===== config.mk =====
export PLATFORM = sky130hd
export DESIGN_NAME = result_stream_reader
export DESIGN_NICKNAME = d
export VERILOG_FILES = /design/src/rtl/result_stream_reader_pkg.sv /design/src/rtl/result_fifo2.sv /design/src/rtl/result_stream_reader.sv
export SDC_FILE = /design/constraint.sdc
export NUM_CORES = 1
export LEC_CHECK = 0
export BUFFER_PORTS_ARGS = -buffer_cell sky130_fd_sc_hd__buf_2
export CAP_MARGIN = 20
export CORE_MARGIN = 3
export CORE_UTILIZATION = 45
export CTS_BUF_LIST = sky130_fd_sc_hd__clkbuf_8
export DETAILED_ROUTE_END_ITERATION = 6
export GPL_TIMING_DRIVEN = 1
export PLACE_DENSITY = 0.67
export REMOVE_ABC_BUFFERS = 1
export SLEW_MARGIN = 20
export SYNTH_ARGS = -nofsm -noshare
export SYNTH_HDL_FRONTEND = slang
export SYNTH_SLANG_ARGS = --single-unit

===== constraint.sdc =====
create_clock -name clk -period 4.6 [get_ports clk]
set_input_delay 0.92 -clock clk [delete_from_list [all_inputs] [get_ports clk]]
set_output_delay 0.92 -clock clk [all_outputs]
set_load 0.03 [all_outputs]

===== src/rtl/result_stream_reader_pkg.sv =====
// rtl/result_stream_reader_pkg.sv - shared constants and state type for the result readout path
package result_stream_reader_pkg;

  localparam int DATA_W    = 22;
  localparam int ADDR_W    = 12;
  localparam int ROW_BITS  = 10;
  localparam int COL_BITS  = ADDR_W - ROW_BITS;
  localparam int NUM_WORDS = 2 ** ADDR_W;

  typedef enum logic [1:0] {
    IDLE,
    READ,
    DRAIN
  } state_t;

endpackage


===== src/rtl/result_fifo2.sv =====
// rtl/result_fifo2.sv - 2-entry first-word-fall-through FIFO; entry 0 is always the head
module result_fifo2 #(
  parameter int W = 34
) (
  input  logic         clk,
  input  logic         rstn,
  input  logic         push,
  input  logic [W-1:0] push_data,
  input  logic         pop,
  output logic [W-1:0] head,
  output logic         full,
  output logic         empty,
  output logic [1:0]   count
);

  logic [W-1:0] e0;
  logic [W-1:0] e1;
  logic         do_push;
  logic         do_pop;

  assign head    = e0;
  assign full    = (count == 2'd2);
  assign empty   = (count == 2'd0);
  assign do_pop  = pop & ~empty;
  assign do_push = push & (~full | do_pop);

  always_ff @(posedge clk or negedge rstn) begin
    if (!rstn) begin
      e0    <= '0;
      e1    <= '0;
      count <= 2'd0;
    end else begin
      case ({do_push, do_pop})
        2'b10: begin
          if (count == 2'd0) e0 <= push_data;
          else               e1 <= push_data;
          count <= count + 2'd1;
        end
        2'b01: begin
          e0    <= e1;
          count <= count - 2'd1;
        end
        2'b11: begin
          // occupancy unchanged: at one entry the new word becomes head, at two it queues behind
          if (count == 2'd1) begin
            e0 <= push_data;
          end else begin
            e0 <= e1;
            e1 <= push_data;
          end
        end
        default: ;
      endcase
    end
  end

endmodule


===== src/rtl/result_stream_reader.sv =====
// rtl/result_stream_reader.sv - reads all result SRAM words in order and streams them out with backpressure
// Optional running sum of streamed words: define RESULT_SUM_EN.
module result_stream_reader
  import result_stream_reader_pkg::*;
(
  input  logic                  clk,
  input  logic                  rstn,
  input  logic                  start,
  input  logic [DATA_W-1:0]     sram_q,
  output logic [ROW_BITS-1:0]   sram_a,
  output logic [COL_BITS-1:0]   sram_col,
  output logic                  sram_nce,
  output logic                  sram_nwrt,
  output logic [DATA_W-1:0]     out_data,
  output logic [ADDR_W-1:0]     out_idx,
  output logic                  out_valid,
  input  logic                  out_ready,
  output logic                  out_last,
  output logic                  busy,
  output logic                  rd_done
`ifdef RESULT_SUM_EN
  ,
  output logic [DATA_W+ADDR_W-1:0] result_sum
`endif
);

  state_t                    state;
  logic [ADDR_W:0]           addr;
  logic [ADDR_W:0]           addr_next;
  logic                      in_flight;
  logic                      issue;
  logic                      pop;
  logic                      final_hs;
  logic [2:0]                occ_next;
  logic [ADDR_W+DATA_W-1:0]  fifo_head;
  logic                      fifo_full;
  logic                      fifo_empty;
  logic [1:0]                fifo_count;
  logic                      unused_fifo_full;

  assign unused_fifo_full = fifo_full;

  assign pop      = out_valid & out_ready;
  assign final_hs = pop & out_last;
  // occupancy once this cycle's pop and any in-flight word have settled
  assign occ_next = {1'b0, fifo_count} + {2'b00, in_flight} - {2'b00, pop};
  assign issue    = (state == READ) && (occ_next <= 3'd1);
  assign addr_next = addr + {{ADDR_W{1'b0}}, 1'b1};

  assign sram_a    = addr[ADDR_W-1:COL_BITS];
  assign sram_col  = addr[COL_BITS-1:0];
  assign sram_nce  = ~issue;
  assign sram_nwrt = 1'b1;

  result_fifo2 #(
    .W(ADDR_W + DATA_W)
  ) u_fifo (
    .clk       (clk),
    .rstn      (rstn),
    .push      (in_flight),
    .push_data ({addr[ADDR_W-1:0] - {{(ADDR_W-1){1'b0}}, 1'b1}, sram_q}),
    .pop       (pop),
    .head      (fifo_head),
    .full      (fifo_full),
    .empty     (fifo_empty),
    .count     (fifo_count)
  );

  assign out_valid = ~fifo_empty;
  assign {out_idx, out_data} = fifo_head;
  assign out_last  = (out_idx == {ADDR_W{1'b1}});

  always_ff @(posedge clk or negedge rstn) begin
    if (!rstn) begin
      state     <= IDLE;
      addr      <= '0;
      in_flight <= 1'b0;
      busy      <= 1'b0;
      rd_done   <= 1'b0;
    end else begin
      in_flight <= issue;
      rd_done   <= 1'b0;
      case (state)
        IDLE: begin
          if (start) begin
            state <= READ;
            addr  <= '0;
            busy  <= 1'b1;
          end
        end
        READ: begin
          if (issue) begin
            addr <= addr_next;
            if (addr_next[ADDR_W]) state <= DRAIN;
          end
        end
        DRAIN: begin
          if (final_hs) begin
            state   <= IDLE;
            busy    <= 1'b0;
            rd_done <= 1'b1;
          end
        end
        default: state <= IDLE;
      endcase
    end
  end

`ifdef RESULT_SUM_EN
  always_ff @(posedge clk or negedge rstn) begin
    if (!rstn) begin
      result_sum <= '0;
    end else if (state == IDLE && start) begin
      result_sum <= '0;
    end else if (pop) begin
      result_sum <= result_sum + {{ADDR_W{1'b0}}, out_data};
    end
  end
`endif

endmodule


==> results of run 1 <==
## metrics by stage
step	power (uW)	util (%)	cell area, um^2	hold slack, ps
2_1_floorplan	2724	-	4141	449.2
3_3_place_gp	3191	50.39	4722	462.6
3_5_place_dp	3258	50.39	4722	471.1
4_1_cts	3754	52.30	4901	495.6
5_1_grt	4011	52.34	4905	523.8
6_report	3715	52.34	4905	492.4
## metal layers
layer | up-vias | part of all wire, % | wire length (um) | track usage (%)
met2 | 102 | 47 | 4339 | 28.37
met3 | 9 | 6.6 | 607 | 4.509
met4 | 0 | 0.77 | 71 | 4.967
li1 | 1605 | - | - | -
met1 | 1592 | 45 | 4172 | 23.14
met5 | - | 0 | 0 | 0
## synthesized netlist by cell type (3+ instances only)
cell and number:
or4_1 6, dfrtp_1 88, xor2_1 5, ha_1 7, buf_6 3, nor4_1 4
buf_2 13, nor2_1 36, a21oi_1 17, clkbuf_1 10, a31oi_1 23, inv_1 13
nand2_1 70, nand3_1 10, nand2b_1 5, or3_1 3, nand4_1 6, mux2_2 23
o22ai_1 5, buf_4 13, o31ai_1 7, a22o_1 3, mux2i_1 3, xnor2_1 11
o21ai_0 16
## registers in the layout, indices dropped and copies added (netlist names)
| name | flops |
|---|---|
| u_fifo.e1 | 34 |
| state | 2 |
| in_flight | 1 |
| rd_done | 1 |
| busy | 1 |
| u_fifo.count | 2 |
| addr | 13 |
| u_fifo.head | 34 |
## cell usage in the layout, fill, tap and decap left out, types with 2 or more instances in the layout
| cell | netlist | layout |
|---|---|---|
| o22ai_1 | 5 | 5 |
| a22oi_1 | 2 | 2 |
| nor3b_1 | 2 | 2 |
| inv_6 | 0 | 3 |
| o21a_1 | 2 | 2 |
| nor4_1 | 4 | 4 |
| clkinv_4 | 0 | 2 |
| o21ai_1 | 2 | 2 |
| buf_2 | 13 | 75 |
| a22o_1 | 3 | 3 |
| nor3b_4 | 2 | 2 |
| nand3b_1 | 2 | 2 |
| mux2i_1 | 3 | 3 |
| ha_1 | 7 | 7 |
| or4_1 | 6 | 6 |
| o21ai_0 | 16 | 16 |
| xor2_1 | 5 | 5 |
| dfrtp_1 | 88 | 88 |
| nand2b_1 | 5 | 5 |
| buf_4 | 13 | 3 |
| clkbuf_8 | 0 | 9 |
| a21oi_1 | 17 | 17 |
| nand2_1 | 70 | 69 |
| nand4_1 | 6 | 6 |
| inv_1 | 13 | 14 |
| mux2_2 | 23 | 23 |
| nor2_1 | 36 | 36 |
| or3_1 | 3 | 3 |
| nor4_2 | 2 | 2 |
| nand3_1 | 10 | 10 |
| o31ai_1 | 7 | 7 |
| xnor2_1 | 11 | 11 |
| a31oi_1 | 23 | 23 |
## critical path: stages (launching register included)
cell and delay, ps:
dfrtp_1 460, inv_1 170, ha_1 200, nand2b_1 320
inv_1 140, ha_1 300, inv_1 40, ha_1 180
fa_1 540, nor3b_4 360, nand2_4 120, buf_2 200
## logic make-up (layout without fill, tap and decap cells)
logic type | after synthesis | in the layout
muxes | 26 | 26
buffers and inverters | 54 | 108
xor gates and xnor gates | 17 | 17
DFF | 88 | 88
adders and majority gates | 8 | 8
and+or+nand+nor | 159 | 159
AOI/OAI and AO/OA | 85 | 85
other | 1 | 1
## cell type report
type	instances	area [um^2]	share of cell area, %
Sequential cell	88	2202	44.90
Timing Repair Buffer	79	409.1	8.342
Multi-Input combinational cell	296	1904	38.83
Clock inverter	7	55.05	1.122
Tap cell	129	161.4	3.291
Clock buffer	9	123.9	2.526
Inverter	13	48.80	0.9949
## power groups by stage
stage          clock, uW  combinational [uW]  sequential [uW]
3_3_place_gp           0                1840             1350
4_1_cts              506                1900             1350
5_1_grt              535                2070             1400
3_5_place_dp           0                1890             1370
2_1_floorplan          0                1070             1660
6_report             489                1880             1350
## path summary, 6_finish.rpt
kind / end / slack [ps] / cells past startpoint
max in group asynchronous: u_fifo.e1[5] / 3440 / 1
max reg2reg: addr[11] / 1040 / 12
min reg2reg: u_fifo.e1[30] / 490 / 2
max: sram_nce / 320 / 11
min: u_fifo.e1[30] / 490 / 2
min in group asynchronous: u_fifo.head[20] / 620 / 1
==> results_dict.tcl, run 1 <==
set metrics [dict create \
    outcome "completed" \
    cts_tree "yes" \
    slew_headroom_pct 30.04 \
    die-area_um2 10960 \
    yosys_warnings 0 \
    fin_nets 521 \
    die_x_um 104.7 \
    worstMarginPinSlew_ps 1046 \
    synth-seq-cells 88 \
    avgViaCountPerCell 5.327 \
    synth_top_cell_by_area "dfrtp_1" \
    seq_area_frac_synth_pct 50.24 \
    grt_pass1_vias 3256 \
    clock_power_share_pct 13.2 \
    fin_skew_ps 9.842 \
    start_util_pct 46.77 \
    setup_tns_ps 0 \
    start_kind "flop" \
    fillCellCount 875 \
    firstDrtPassIters 4 \
    finalMaxSlewViolations 0 \
    finalSetupViolCount 0 \
    antenna_found_initial 0 \
    synth_area_um2 4383 \
    seqPwrFrac_pct 36.4 \
    numCtsBuffers 9 \
    switching_share_pct 46.59 \
    period_share_pct 93.02 \
    p_switching_uw 1731 \
    grt_pass1_wl_um 15770 \
    syn_to_final_growth_pct 11.90 \
    synthTopCellsByArea "dfrtp_1 50%, nand2_1 6.0%, mux2_2 5.9%" \
    cts_hold_buffers 0 \
    ys_async_sr_fraction_pct 100.0 \
    rsz0062_at_grt "false" \
    vias 3308 \
    synth.mux.area_fraction_pct 6.594 \
    htree_levels 3 \
    dp.cells 605 \
    fin_crit_ps 4279 \
    grt_max_degree 89 \
    netlist.area_leader.share_pct 50.24 \
    finalWorstSetupSlack_ps 321.0 \
    gp_congestion 0.8435 \
    pre_cts_ws_ps 516.7 \
    antenna_left 0 \
    clk_path_buf_depth 2 \
    synth_compound_area_share_pct 12.33 \
    post_cts_buffers 0 \
    syn_inst 438 \
    hpwl_um 6232 \
    p_comb_share_pct 50.5 \
    synthAdderAreaFrac_pct 2.455 \
    first_iter_violations 140 \
    crit_type "reg2out" \
    grt_overflow 0 \
    end_kind "output pin" \
    arrival_ps 3360 \
    min-delay-path-class "reg2reg" \
    synth-edff-count 0 \
    instances_no_fill 621 \
    synthSimpleGateAreaFrac_pct 18.10 \
    r2r-start "u_fifo.count[1]" \
    required_ps 3680 \
    fmax_mhz 233.7 \
    hold_viol 0 \
    fp.dieH_um 104.7 \
    clkSinkCount 88 \
    max_cap_violations 0 \
    wl_um 9191 \
    drive_gt1_share_pct 26.63 \
    core_um2 9371 \
    drc 0 \
    n_antenna_cell 0 \
    crit_fanout 9 \
    power.density_nw_per_um2 757.5 \
    ir_worst_vdd_v 0.0004914 \
    worst_setup_hold_path_clk_slew_ps 90 \
    synth_top_family_by_area "simple AND/OR/NAND/NOR gates" \
    rows 35 \
    root_buffer "clkbuf_8" \
    clock_latency_ps 350 \
    crit_start "u_fifo.count[1]" \
    syn_avg_cell_area_um2 10.01 \
    portBuffers 76 \
    synthFlopType "dfrtp_1" \
    worstHoldStart "u_fifo.e1[30]" \
    num_io_pins 78 \
    synthDistinctLibCells 55 \
    internal_power_uw 1984 \
    grt_use_total_pct 17.44 \
    cellLeakagePower_uw 0.002208 \
    postCtsResizedCells 0 \
    synth-xor-area-share_pct 3.568 \
    wire_per_inst_um 14.80 \
]
(Power assumes the default switching activity.)
==> run 2, diff against run 1 <==
Clock period 4.6 ns to 4.3 ns, I/O delays scaled along.
==> run 2 against run 1 <==
Against the previous run:
- clock power rose by 23%
- utilization rose by 0.43 points
- first-iteration DRC count fell by 18%
- clock skew rose by 1.2 ps
- combinational power rose by 6%
- via count fell by 1.5%
- total power rose by 8.9%
- routed wire length fell by 1.5%
- count of clock-buffer cells in the layout rose by 1
- global-route usage rose by 0.087 points
- largest cell class unchanged
==> results_dict.tcl, run 2 (synthesis results as in run 1) <==
set metrics [dict create \
    wire_per_inst_um 14.55 \
    p_switching_uw 1841 \
    finalSetupViolCount 0 \
    layout_commonest_cell "dfrtp_1" \
    finalPower_uw 4044 \
    power.density_nw_per_um2 817.9 \
    clkSinkCount 88 \
    fin_nets 522 \
    placedInstanceArea_um2 4730 \
    crit_fanout 7 \
    reg2reg_setup_slack_ps 990 \
    die-area_um2 10960 \
    crit_type "reg2out" \
    fin_crit_ps 3979 \
    htree_levels 3 \
    fp.dieH_um 104.7 \
    reg2reg_depth 12 \
    antenna_found_initial 0 \
    p_comb_share_pct 49.5 \
    clock_latency_ps 350 \
    numCtsBuffers 9 \
    period_share_pct 92.54 \
    grt_pass1_vias 3167 \
    cts_hold_buffers 0 \
    grt_pass1_wl_um 15700 \
    clk_path_buf_depth 2 \
    setup_tns_ps 0 \
    path_buf_inv 4 \
    grt_overflow 0 \
    min-delay-path-class "reg2reg" \
    arrival_ps 3120 \
    rows 35 \
    die_x_um 104.7 \
    slew_headroom_pct 31.47 \
    syn_to_final_growth_pct 12.82 \
    start_kind "flop" \
    path_cells "inv_1 > ha_1 > nand2b_1 > inv_1 > ha_1 > inv_1 > ha_1 > fa_1 > nor3b_4 > nand2_4 > buf_2" \
    firstDrtPassIters 4 \
    num_io_pins 78 \
    drc 0 \
    multiInputGateArea_um2 1904 \
    cellLeakagePower_uw 0.002228 \
    wl_um 9052 \
    gp_congestion 0.8296 \
    hpwl_um 6266 \
    cts_tree "yes" \
    antenna_left 0 \
    vias 3257 \
    worst_setup_hold_path_clk_slew_ps 90 \
    max_cap_violations 0 \
    switching_share_pct 45.51 \
    grt_use_total_pct 17.53 \
    worstMarginPinSlew_ps 1024 \
    rsz0062_at_grt "false" \
    slowest_delay_ps 540 \
    hold_viol 0 \
    hold_depth 2 \
    outcome "completed" \
    seqPwrFrac_pct 35.7 \
    first_iter_violations 115 \
    avgViaCountPerCell 5.236 \
    ir_worst_vdd_v 0.0003831 \
    grt_max_degree 89 \
    internal_power_uw 2204 \
    postCtsResizedCells 0 \
    slowest_stage "fa_1" \
    portBuffers 76 \
    timing.rr.end "addr[9]" \
    drive_gt1_share_pct 26.98 \
    finalWorstSetupSlack_ps 320.6 \
    layout_common_cells "88 x dfrtp_1, 75 x buf_2, 69 x nand2_1, 36 x nor2_1" \
    root_buffer "clkbuf_8" \
    pre_cts_ws_ps 563.0 \
    fmax_mhz 251.3 \
    start_util_pct 46.77 \
    required_ps 3440 \
    core_um2 9371 \
    r2r-start "u_fifo.count[1]" \
    clock_power_share_pct 14.8 \
    end_kind "output pin" \
    fin_skew_ps 11.07 \
    critPathTopFamily "adder cells" \
    n_antenna_cell 0 \
    worstHoldStart "u_fifo.e1[24]" \
    crit_cells 11 \
    design_area_um2 4945 \
    worstHoldEndpoint "u_fifo.e1[24]" \
    finalMaxSlewViolations 0 \
    post_cts_buffers 0 \
    fillCellCount 893 \
    seqCellArea_um2 2202 \
]
==> run 2: tightest hold or removal path: stages, from the launching register on <==
cell and delay (ps):
dfrtp_1 350, nand2_1 50, o21ai_0 60
==> run 2: worst max path at each step <==
stage | startpoint | endpoint | slack (ps)
6_report | u_fifo.count[1] | sram_nce | 320
5_1_grt | u_fifo.count[1] | sram_nce | 130
4_1_cts | u_fifo.count[1] | sram_nce | 280
3_5_place_dp | out_ready | sram_nce | 560
3_3_place_gp | out_ready | sram_nce | 610
2_1_floorplan | out_ready | sram_nce | 810
==> run 2: power groups by stage <==
stage                     combinational [uW]  clock (uW)  sequential, uW
final                                   2000         600            1440
after CTS                               2030         619            1440
after detailed placement                2030           0            1460
after floorplan                         1140           0            1770
after global routing                    2230         653            1500
after global placement                  1980           0            1440
==> run 2: final cells by class <==
class                      instances  share of cell area (%)
multi-input combinational        296                   38.51
tap                              129                   3.264
clock buffer                      10                   2.783
inverter                          13                  0.9868
sequential                        88                   44.53
clock inverter                     6                   1.493
timing repair buffer              80                   8.426
==> run 2: through the flow <==
stage	util (%)	hold slack, ps	cells
floorplan	-	449.2	397
global placement	50.47	461.4	606
detailed placement	50.47	470.5	606
CTS	52.72	490.5	622
global route	52.76	524.5	622
finish	52.76	488.1	622
==> run 2: routing by layer <==
| metal | wire length, um | global-route usage [%] | part of all wire, % |
|---|---|---|---|
| met4 | 76 | 4.592 | 0.84 |
| met1 | 4156 | 23.37 | 46 |
| met3 | 521 | 4.632 | 5.8 |
| met5 | 0 | 0 | 0 |
| met2 | 4297 | 28.46 | 47 |
==> run 3, diff against run 2 <==
Clock period 4.3 ns to 3.85 ns, I/O delays scaled along.
==> run 3 against run 2 <==
Against the previous run:
- setup slack lost 160 ps
- largest power group unchanged
- highest routed layer unchanged
- non-clock buffer count grew 1
- total power grew 16%
==> results_dict.tcl, run 3 (synthesis results as in run 1) <==
set metrics [dict create \
    outcome "completed" \
    first_iter_violations 122 \
    fillCellCount 870 \
    grt_pass1_vias 3196 \
    numCtsBuffers 9 \
    gp_congestion 0.7966 \
    period_share_pct 95.72 \
    grt_pass1_wl_um 15620 \
    antenna_found_initial 0 \
    grt_max_degree 89 \
    fin_nets 523 \
    num_io_pins 78 \
    clock_latency_ps 360 \
    hpwl_um 6290 \
    clk_path_buf_depth 2 \
    crit_type "reg2out" \
    cts_tree "yes" \
    finalSetupViolCount 0 \
    die-area_um2 10960 \
    start_util_pct 46.77 \
    firstDrtPassIters 4 \
    dp.cells 606 \
    worstMarginPinSlew_ps 1027 \
    syn_to_final_growth_pct 14.02 \
    min-delay-path-class "in2async" \
    critPathTopFamily "adder cells" \
    end_kind "output pin" \
    busiest_layer "met2" \
    cts_hold_buffers 0 \
    final_core_util_pct 53.32 \
    root_buffer "clkbuf_8" \
    timing.rr.end "addr[11]" \
    slowest_delay_ps 500 \
    met1_usage_pct 23.84 \
    setup_tns_ps 0 \
    avgViaCountPerCell 5.274 \
    antenna_left 0 \
    portBuffers 76 \
    required_ps 3080 \
    slowest_stage "fa_2" \
    instances_no_fill 623 \
    cellLeakagePower_uw 0.002245 \
    hold_viol 0 \
    core_um2 9371 \
    power.density_nw_per_um2 935.6 \
    fp.dieH_um 104.7 \
    max_cap_violations 0 \
    fmax_mhz 271.3 \
    htree_levels 3 \
    reg2reg_setup_slack_ps 630 \
    vias 3286 \
    clkSinkCount 88 \
    rsz0062_at_grt "false" \
    layout_common_cells "87 x dfrtp_1, 75 x buf_2, 69 x nand2_1, 36 x nor2_1" \
    grt_overflow 0 \
    use_met3_pct 4.262 \
    start_kind "flop" \
    layout_commonest_cell "dfrtp_1" \
    r2r-start "u_fifo.count[1]" \
    path_common_cell "ha_1" \
    die_x_um 104.7 \
    path_cells "inv_2 > ha_1 > nand2b_1 > inv_1 > ha_1 > inv_1 > ha_1 > fa_2 > nor3b_4 > nand2_4 > buf_2" \
    drc 0 \
    wl_um 9124 \
    n_antenna_cell 0 \
    worst_setup_hold_path_clk_slew_ps 90 \
    met2_usage_pct 27.49 \
    crit_fanout 7 \
    ir_worst_vdd_v 0.0004741 \
    wire_per_inst_um 14.65 \
    fin_skew_ps 10.43 \
    grt_use_total_pct 17.47 \
    reg2reg_depth 13 \
    rows 35 \
    path_buf_inv 4 \
    arrival_ps 2920 \
    drive_gt1_share_pct 27.73 \
    fin_crit_ps 3685 \
    finalMaxSlewViolations 0 \
    slew_headroom_pct 31.28 \
]
## run 3: worst max path at each step
stage | start | endpoint | slack, ps | cells past startpoint
after floorplan | u_fifo.count[1] | sram_nce | 490 | 10
after global placement | out_ready | sram_nce | 350 | 10
after detailed placement | out_ready | sram_nce | 300 | 10
after CTS | u_fifo.count[1] | sram_nce | 50 | 11
after global routing | u_fifo.count[1] | sram_nce | 10 | 11
final | u_fifo.count[1] | sram_nce | 160 | 11
## run 3: through the flow
step | worst slack, ps | power [uW] | instance area [um^2] | hold slack (ps)
final | 164.6 | 4675 | 4997 | 461.1
after floorplan | 494.3 | 3255 | 4141 | 449.2
after global routing | 11.02 | 5036 | 4997 | 505.2
after global placement | 345.5 | 3821 | 4730 | 462.4
after CTS | 45.05 | 4710 | 4990 | 489.7
after detailed placement | 300.4 | 3894 | 4730 | 470.8
## run 3: repair_timing
| item | in CTS | in global routing |
|---|---|---|
| gates resized for setup | 1 | 2 |
| buffers inserted | 1 | 0 |
| pin swaps | 1 | 0 |
| endpoints found under the setup margin | 1 | 1 |
## run 3: layout make-up
cell class	instances	area, um^2	share of cell area (%)
Tap cell	129	161.4	3.230
Multi-Input combinational cell	296	1907	38.16
Inverter	13	48.80	0.9765
Sequential cell	88	2203	44.09
Timing Repair Buffer	81	424.2	8.488
Clock buffer	10	137.6	2.754
Clock inverter	6	115.1	2.303
## run 3: power by group
group          total (uW)  switching, uW  internal [uW]
clock network         789            337            452
registers            1620            291           1330
logic                2270           1430            836
## run 3: layer usage
| metal | wire length [um] | up-vias |
|---|---|---|
| li1 | - | 1610 |
| met1 | 4440 | 1594 |
| met2 | 4150 | 69 |
| met3 | 388 | 13 |
| met4 | 144 | 0 |
| met5 | 0 | - |
